**config.mk**
```make
export PLATFORM = sky130hd
export DESIGN_NAME = sccb_cfg_sequencer
export DESIGN_NICKNAME = d
export VERILOG_FILES = /design/src/rtl/sccb_cfg_sequencer.sv
export SDC_FILE = /design/constraint.sdc
export NUM_CORES = 1
export LEC_CHECK = 0
export CAP_MARGIN = 20
export CORE_MARGIN = 8
export CORE_UTILIZATION = 45
export DETAILED_ROUTE_END_ITERATION = 8
export GPL_TIMING_DRIVEN = 0
export PLACE_DENSITY = 0.87
export SETUP_SLACK_MARGIN = 0.05
export SLEW_MARGIN = 10
export SYNTH_ARGS = -nofsm -noshare
export SYNTH_HDL_FRONTEND = slang
export SYNTH_SLANG_ARGS = --single-unit
```
**constraint.sdc**
```tcl
create_clock -name clk_i -period 2 [get_ports clk_i]
set_input_delay 0.2 -clock clk_i [delete_from_list [all_inputs] [get_ports clk_i]]
set_output_delay 0.2 -clock clk_i [all_outputs]
set_load 0.01 [all_outputs]
```
**src/rtl/sccb_cfg_sequencer.sv**
```systemverilog
// Walks the camera register table and hands each {reg,val} entry to the SCCB write engine,
// with NACK retries, a settle delay after a COM7 soft reset, and an early 16'hFFFF end marker.
module sccb_cfg_sequencer #(
  parameter logic [7:0]  NUM_ENTRIES = 8'd80,
  parameter logic [7:0]  DEV_ADDR    = 8'h42,
  parameter logic [15:0] GAP_CYCLES  = 16'd250,
  parameter logic [19:0] RESET_WAIT  = 20'd25000,
  parameter logic [1:0]  RETRY_MAX   = 2'd3
) (
  input  logic        clk_i,
  input  logic        rst_i,
  input  logic        start_i,
  output logic [7:0]  rom_addr_o,
  input  logic [15:0] rom_data_i,
  output logic        wr_req_o,
  output logic [7:0]  wr_dev_o,
  output logic [7:0]  wr_reg_o,
  output logic [7:0]  wr_val_o,
  input  logic        wr_ack_i,
  input  logic        wr_nack_i,
  output logic        busy_o,
  output logic        work_done_o,
  output logic        error_o,
  output logic [15:0] debug_out_o
);

  typedef enum logic [3:0] {
    S_IDLE   = 4'd0,
    S_FETCH  = 4'd1,
    S_LATCH  = 4'd2,
    S_ISSUE  = 4'd3,
    S_CHECK  = 4'd4,
    S_GAP    = 4'd5,
    S_SETTLE = 4'd6,
    S_DONE   = 4'd7,
    S_FAIL   = 4'd8
  } state_e;

  state_e      state_q, state_d;
  logic [7:0]  addr_q, addr_d;
  logic [1:0]  retry_q, retry_d;
  logic [19:0] cnt_q, cnt_d;
  logic        nack_q, nack_d;
  logic        wr_req_q, wr_req_d;
  logic [7:0]  reg_q, reg_d;
  logic [7:0]  val_q, val_d;
  logic        busy_q, busy_d;
  logic        done_q, done_d;
  logic        err_q, err_d;

  logic [19:0] gap_last_s;
  logic [19:0] settle_last_s;
  logic        last_entry_s;

  assign gap_last_s    = {4'd0, GAP_CYCLES} - 20'd1;
  assign settle_last_s = RESET_WAIT - 20'd1;
  assign last_entry_s  = (addr_q == (NUM_ENTRIES - 8'd1));

  // Next-state logic; outputs are derived from the next state so they register alongside it
  always_comb begin
    state_d  = state_q;
    addr_d   = addr_q;
    retry_d  = retry_q;
    cnt_d    = cnt_q;
    nack_d   = nack_q;
    reg_d    = reg_q;
    val_d    = val_q;

    case (state_q)
      S_IDLE, S_DONE, S_FAIL: begin
        if (start_i) begin
          state_d = S_FETCH;
          addr_d  = 8'd0;
          retry_d = 2'd0;
          cnt_d   = 20'd0;
        end else begin
          state_d = state_q;
        end
      end
      S_FETCH: state_d = S_LATCH;
      S_LATCH: begin
        if (rom_data_i == 16'hFFFF) begin
          state_d = S_DONE;
        end else begin
          reg_d   = rom_data_i[15:8];
          val_d   = rom_data_i[7:0];
          state_d = S_ISSUE;
        end
      end
      S_ISSUE: begin
        if (wr_ack_i) begin
          nack_d  = wr_nack_i;
          state_d = S_CHECK;
        end else begin
          state_d = S_ISSUE;
        end
      end
      S_CHECK: begin
        cnt_d = 20'd0;
        if (nack_q) begin
          if (retry_q < RETRY_MAX) begin
            retry_d = retry_q + 2'd1;
            state_d = S_GAP;
          end else begin
            state_d = S_FAIL;
          end
        end else begin
          retry_d = 2'd0;
          // COM7 with the soft-reset bit set needs the sensor to settle before the next write
          if (reg_q == 8'h12 && val_q[7]) begin
            state_d = S_SETTLE;
          end else begin
            state_d = S_GAP;
          end
        end
      end
      S_GAP: begin
        if (cnt_q == gap_last_s) begin
          if (retry_q != 2'd0) begin
            state_d = S_ISSUE;
          end else if (last_entry_s) begin
            state_d = S_DONE;
          end else begin
            addr_d  = addr_q + 8'd1;
            state_d = S_FETCH;
          end
        end else begin
          cnt_d = cnt_q + 20'd1;
        end
      end
      S_SETTLE: begin
        if (cnt_q == settle_last_s) begin
          if (last_entry_s) begin
            state_d = S_DONE;
          end else begin
            addr_d  = addr_q + 8'd1;
            state_d = S_FETCH;
          end
        end else begin
          cnt_d = cnt_q + 20'd1;
        end
      end
      default: state_d = S_IDLE;
    endcase

    wr_req_d = (state_d == S_ISSUE);
    busy_d   = !((state_d == S_IDLE) || (state_d == S_DONE) || (state_d == S_FAIL));
    done_d   = (state_d == S_DONE);
    err_d    = (state_d == S_FAIL);
  end

  // State and output registers; reset abandons any write in flight
  always_ff @(posedge clk_i or posedge rst_i) begin
    if (rst_i) begin
      state_q  <= S_IDLE;
      addr_q   <= 8'd0;
      retry_q  <= 2'd0;
      cnt_q    <= 20'd0;
      nack_q   <= 1'b0;
      wr_req_q <= 1'b0;
      reg_q    <= 8'd0;
      val_q    <= 8'd0;
      busy_q   <= 1'b0;
      done_q   <= 1'b0;
      err_q    <= 1'b0;
    end else begin
      state_q  <= state_d;
      addr_q   <= addr_d;
      retry_q  <= retry_d;
      cnt_q    <= cnt_d;
      nack_q   <= nack_d;
      wr_req_q <= wr_req_d;
      reg_q    <= reg_d;
      val_q    <= val_d;
      busy_q   <= busy_d;
      done_q   <= done_d;
      err_q    <= err_d;
    end
  end

  assign rom_addr_o  = addr_q;
  assign wr_req_o    = wr_req_q;
  assign wr_dev_o    = DEV_ADDR;
  assign wr_reg_o    = reg_q;
  assign wr_val_o    = val_q;
  assign busy_o      = busy_q;
  assign work_done_o = done_q;
  assign error_o     = err_q;
  assign debug_out_o = {state_q, retry_q, 2'b00, addr_q};

endmodule
```
==> metrics.csv <==
metric,value,unit
status,"finished, violations left",
failing checks,negative setup slack,
filler cell count,462,
WL final,10.05,mm
Via density,5.895,
multi-input combinational cell area,1906,µm²
"delay-heaviest family, CP",compound AO/OA/AOI/OAI gates,
clk slew on worst S/H paths,0.11,ns
reg2reg end,rom_addr_o[5],
clk_lat worst skew,0.32,ns
placed insts,492,
mux share of post-synthesis cell area,5.728,%
CTS tree,done,
WP depth,7,
number of buffers and inverters on the critical path,1,
largest family of logic cells by synthesized area,simple AND/OR/NAND/NOR gates,
pin count of the biggest net entering global routing,29,
Post-CTS Hold Fix Bufs,0,
Ports,73,
Final nets,461,
Critical Path Source,cnt_q[8],
CTS root buf,clkbuf_8,
crit path DAT,2.37,ns
Rel. slew slack,49.13,%
CTS Buf Count,5,
Slowest cell on crit path,a221o_2,
layout cells sized above 1,34.63,%
fmax,459.3,MHz
MaxCap Viol Count,0,
RSZ-0062 raised after global routing,yes,
pre-CTS setup slack,-0.2108,ns
"Core Util, Final",68.58,%
Pleak,1.857,nW
Worst Tran Pin Value,0.7560,ns
Detail Route Antenna Nets,0,
DIE AREA,9921,µm²
Final period util,108.9,%
xor/xnor share of the synthesized area,2.506,%
WL/cell,18.90,µm
synthesized-area fraction occupied by adder cells,1.989,%
final clock skew,0.01055,ns
first-pass GRT wire length,14.21,mm
Synth warnings,0,
cell row count,30,
worst hold path type,primary input to async pin,
post-detail-place hpwl,6.023,mm
"reg-to-reg slack, setup",-0.18,ns
Synth Area per Inst,9.679,µm²
via count,3136,
WS Path Type,flip-flop to flip-flop,
Post-Syn Area,3146,µm²
Synth Area in Compound Gates,13.92,%
sequential-to-total area share from yosys stat,43.75,%
Post-synth EDFFs,0,
Die Y,99.61,µm
vias in the first global route,2937,
ANT cells,0,
worst stage delay on the critical path,0.39,ns
IO Port Bufs,62,
final hold violation count,0,
Pre-antenna DRT Iters,4,
clk sink count,55,
Initial Util,46.30,%
H-Tree Depth,2,
cells along the critical path,clkbuf_2 > nor4b_4 > and3_1 > nand2_2 > a221o_2 > o21ai_0 > o41ai_2,
CORE AREA,6794,µm²
RR Startpoint,cnt_q[8],
cell count after synthesis,325,
Pins Over Slew Limit,0,
worst vdd ir,408.7,µV
Clock Tree Buf Depth,2,
PD cells,418.9,nW/µm²
gr ovfl total,0,
final worst setup slack,-0.1774,ns
non-filler instance count after layout,532,
initial antenna violation count,0,
Yosys reg bits,55,
fraction of registers with async set/reset,100.0,%
Post-Synth Simple-Gate Area,25.18,%
RD Place Congestion,0.8433,
Setup-failing EPs final,21,
Overall Power,1.952,mW
P&R area growth vs syn,48.13,%
Global Route Usage Sum,17.47,%
Crit path required time,2.19,ns
post-synthesis cell type count,59,
crit path to,rom_addr_o[5],
post-route DRC violation count,0,
Startpoint Class,flip-flop,
FF-to-FF path depth,7,
CP endpoint kind,flip-flop,
initial drt markers,245,
CP max FO,9,
Die X,99.61,µm
Storage cell area,1390,µm²
post-route minimum period,2.177,ns
setup TNS,-1.235,ns
dominant synthesized flop cell,dfrtp_1,
==> state kept, by name, indices dropped and copies added, names as in the netlist <==
signal,flops
wr_req_o,1
state_q,4
work_done_o,1
wr_val_o,8
nack_q,1
rom_addr_o,8
retry_q,2
busy_o,1
error_o,1
cnt_q,20
wr_reg_o,8
==> layout make-up <==
| cell class | count | area share (%) |
|---|---|---|
| multi-input combinational | 244 | 40.90 |
| sequential | 55 | 29.83 |
| timing repair buffer | 95 | 19.79 |
| buffer | 27 | 4.350 |
| tap | 96 | 2.578 |
| clock buffer | 5 | 1.477 |
| inverter | 7 | 0.5639 |
| clock inverter | 3 | 0.5102 |
==> layout by cell type, fill, tap and decap left out, drive strengths merged, types with 10 or more instances in the layout <==
cell           netlist  routed
buf                 24      56
nand2               23      23
nand3               15      15
nand4               12      12
nor3                12      12
mux2                16      16
conb                 2      10
o21ai               25      25
dfrtp               55      55
nor2                28      28
clkdlybuf4s50        0      62
a21oi               10      10
==> cells by family after synthesis <==
| logic type | count (synthesis) |
|---|---|
| xor gates and xnor gates | 9 |
| and+or+nand+nor | 140 |
| muxes | 16 |
| AOI/OAI and AO/OA | 63 |
| buffers and inverters | 35 |
| adders and majority gates | 5 |
| other | 2 |
| DFF | 55 |
==> power breakdown <==
group	switching, mW	total (mW)	internal [mW]
combinational	0.0709	0.165	0.0939
clock	0.397	0.648	0.252
sequential	0.0114	1.14	1.13
total	0.479	1.95	1.47
==> cells in the mapped netlist, drive strengths merged, types with 3 or more instances <==
| cell type | instances | area share [%] |
|---|---|---|
| dfrtp | 55 | 44 |
| nor4b | 5 | 1.6 |
| and3 | 7 | 1.4 |
| and2 | 7 | 1.4 |
| nand2b | 5 | 1.2 |
| buf | 24 | 5.3 |
| o41ai | 3 | 1.1 |
| nor3 | 12 | 1.9 |
| o21ai | 25 | 4.1 |
| ha | 5 | 2.0 |
| nand4 | 12 | 2.4 |
| a31oi | 3 | 0.60 |
| a21oi | 10 | 1.7 |
| nor2 | 28 | 3.3 |
| nor4 | 6 | 1.4 |
| and4bb | 3 | 1.2 |
| nor2b | 4 | 0.80 |
| clkbuf | 4 | 0.52 |
| inv | 7 | 0.84 |
| o31ai | 8 | 2.4 |
| nand3 | 15 | 2.4 |
| xnor2 | 8 | 2.2 |
| mux2 | 16 | 5.7 |
| nand2 | 23 | 2.7 |
==> worst min-delay path by stage <==
stage | end | slack [ns] | cells past startpoint
floorplan | wr_val_o[0] | 0.35 | 1
global placement | wr_val_o[0] | 0.47 | 1
detailed placement | wr_val_o[0] | 0.48 | 1
CTS | cnt_q[16] | 0.29 | 2
global route | cnt_q[16] | 0.33 | 2
finish | wr_reg_o[5] | 0.27 | 2
==> routing by layer <==
layer | up-vias | GRT usage (%) | routed length, µm
met5 | - | 0 | 0
met4 | 0 | 6.985 | 458
met3 | 47 | 3.980 | 634
met2 | 162 | 30.17 | 5256
met1 | 1528 | 20.41 | 3704
li1 | 1399 | - | -
==> timing repair <==
item,CTS,global route
pin swaps,9,19
endpoints found under the setup margin,41,44
buffers inserted,11,20
resized for setup,22,69
gates cloned,1,1
==> stage by stage <==
stage	hold slack [ns]	cell area, µm²
3_3_place_gp	0.4726	3925
4_1_cts	0.2871	4212
3_5_place_dp	0.4773	3945
6_report	0.2716	4659
5_1_grt	0.3327	4659
2_1_floorplan	0.3479	3184
Note: power is estimated with default switching activity, not from simulation.
==> edit, RTL diff (config.mk and constraints unchanged) <==
Put a register stage on the output `debug_out_o`, cleared by the reset. The value now appears one clock later. The other outputs are not delayed to match.
--- a/src/rtl/sccb_cfg_sequencer.sv
+++ b/src/rtl/sccb_cfg_sequencer.sv
@@ -188,3 +188,9 @@
   assign error_o     = err_q;
-  assign debug_out_o = {state_q, retry_q, 2'b00, addr_q};
+  always_ff @(posedge clk_i or posedge rst_i) begin
+    if (rst_i) begin
+      debug_out_o <= '0;
+    end else begin
+      debug_out_o <= {state_q, retry_q, 2'b00, addr_q};
+    end
+  end
 
Formal check against the unedited RTL: not equivalent (Yosys sat finds a counterexample within 4 cycles, from zero or initial values and one cycle with rst_i high).
==> edit against the original RTL <==
The flow still finishes with violations (setup timing). Routed wire length is 14% higher. Area after synthesis is 11% higher. Final area increased by 13%. Die area increased by 9.6%. Sequential cell count increased by 14. Final cell count increased by 6.4%. Count of clock-buffer cells in the layout grew 5. Worst setup slack got worse by 0.14 ns. First-iteration DRC count is 6.9% higher.
Power is not compared: it rests on default switching activity, and its combinational part moved more than twofold at a synthesized area within 25%.
==> edit: results (changes against the original RTL) <==
Yosys cell types: 51 (was 59)
Total GRT Usage: 0.183 (was 0.175)
first-pass GRT wire length: 16.3 mm (was 14.2 mm)
clk_skew: 0.0100 ns (was 0.0106 ns)
largest net degree at the start of global routing: 70 (was 29)
fraction of layout cells with a size suffix above 1: 0.360 (was 0.346)
setup ws final: -0.318 ns (was -0.177 ns)
Final setup viols: 32 (was 21)
CP max FO: 7 (was 9)
failing checks: setup timing (unchanged)
vias per cell: 6.15 (was 5.89)
Skew-Pair Late Insertion Delay: 0.36 ns (was 0.32 ns)
Post-DP HPWL: 6.10 mm (was 6.02 mm)
DR WL/cell: 20.3 um (was 18.9 um)
Seq/Total Area, Yosys: 0.493 (was 0.438)
synth cell count leaders: 69 x dfrtp_1, 32 x o21ai_0, 21 x nand2_1 (was 55 x dfrtp_1, 28 x nor2_1, 23 x nand2_1, 23 x o21ai_0, 19 x buf_4)
status: complete, but fails checks (unchanged)
RR Endpoint: rom_addr_o[4]$_DFFE_PP0P_ (was rom_addr_o[5]$_DFFE_PP0P_)
Pre-Repair DR Iteration Count: 5 (was 4)
CP startpoint: cnt_q[1]$_DFFE_PP0P_ (was cnt_q[8]$_DFFE_PP0P_)
NumNets Final: 485 (was 461)
worst path arrival time: 2.54 ns (was 2.37 ns)
GP Congestion: 0.894 (was 0.843)
drt initial violations: 262 (was 245)
CTS Buf Count: 9 (was 5)
slew margin rel.: 0.533 (was 0.491)
H-Tree Depth: 3 (was 2)
[edit: metrics by stage]
step | worst slack [ns] | util | cells | setup TNS [ns] | cell area (um^2)
after floorplan | -0.0608 | - | 351 | -0.812 | 3620
after global placement | -0.995 | 0.571 | 515 | -79.49 | 4370
after detailed placement | -0.428 | 0.575 | 516 | -11.89 | 4400
after CTS | -0.225 | 0.644 | 549 | -5.22 | 4920
after global routing | -0.405 | 0.691 | 566 | -9.24 | 5290
final | -0.318 | 0.691 | 566 | -7.42 | 5290
[edit: final cells by class]
type | count | area, um^2
fill | 484 | 2360
clock inverter | 6 | 111
sequential | 69 | 1740
timing repair buffer | 101 | 976
buffer | 23 | 183
inverter | 7 | 28.8
tap | 102 | 128
multi-input combinational | 248 | 1990
clock buffer | 10 | 128
[edit: cells by family after synthesis]
group                      Yosys count  share of synthesized area
DFF                                 69                      0.493
AOI/OAI and AO/OA                   85                      0.156
and+or+nand+nor                    128                      0.216
adders and majority gates            5                     0.0178
other                                2                    0.00214
muxes                               20                     0.0632
buffers and inverters               34                     0.0532
[edit: worst max-delay path, cell delays in order, from the launching register on]
cell and delay, ns:
dfrtp_1 0.42, inv_1 0.08, ha_2 0.16, nor2b_4 0.16, nand4_1 0.10, buf_6 0.15, o41ai_4 0.45, buf_4 0.18
o21ai_2 0.10, o21ai_1 0.24, o31ai_1 0.11
[edit: worst min path at each step]
stage          slack [ns]                   endpoint
2_1_floorplan        0.35    wr_val_o[1]$_DFFE_PP0P_
3_3_place_gp         0.36  debug_out_o[12]$_DFF_PP0_
3_5_place_dp         0.36  debug_out_o[13]$_DFF_PP0_
4_1_cts              0.28    wr_reg_o[6]$_DFFE_PP0P_
5_1_grt              0.30    wr_reg_o[6]$_DFFE_PP0P_
6_report             0.25  debug_out_o[14]$_DFF_PP0_
[edit: power groups by stage]
stage	registers (mW)	logic, mW	clock network, mW
after floorplan	2.09	1.24	0
after CTS	2.03	2.49	1.39
final	2.07	2.92	1.38
after detailed placement	1.99	2.30	0
after global placement	1.97	2.23	0
after global routing	2.12	3.09	1.43
[edit: metal layers]
layer	track usage	up-vias	wire [um]
met3	0.0527	69	837
met4	0.122	0	544
met2	0.304	215	6000
li1	-	1501	-
met5	0	-	0
met1	0.200	1694	4120
[edit: repair_timing]
item / in CTS / in global routing
pin swaps: 13 / 15
hold buffers: 0 / 0
setup endpoints to repair: 44 / 44
buffers inserted: 17 / 19
gates cloned: 3 / 0
gates resized for setup: 39 / 73
hold endpoints to repair: 0 / 0
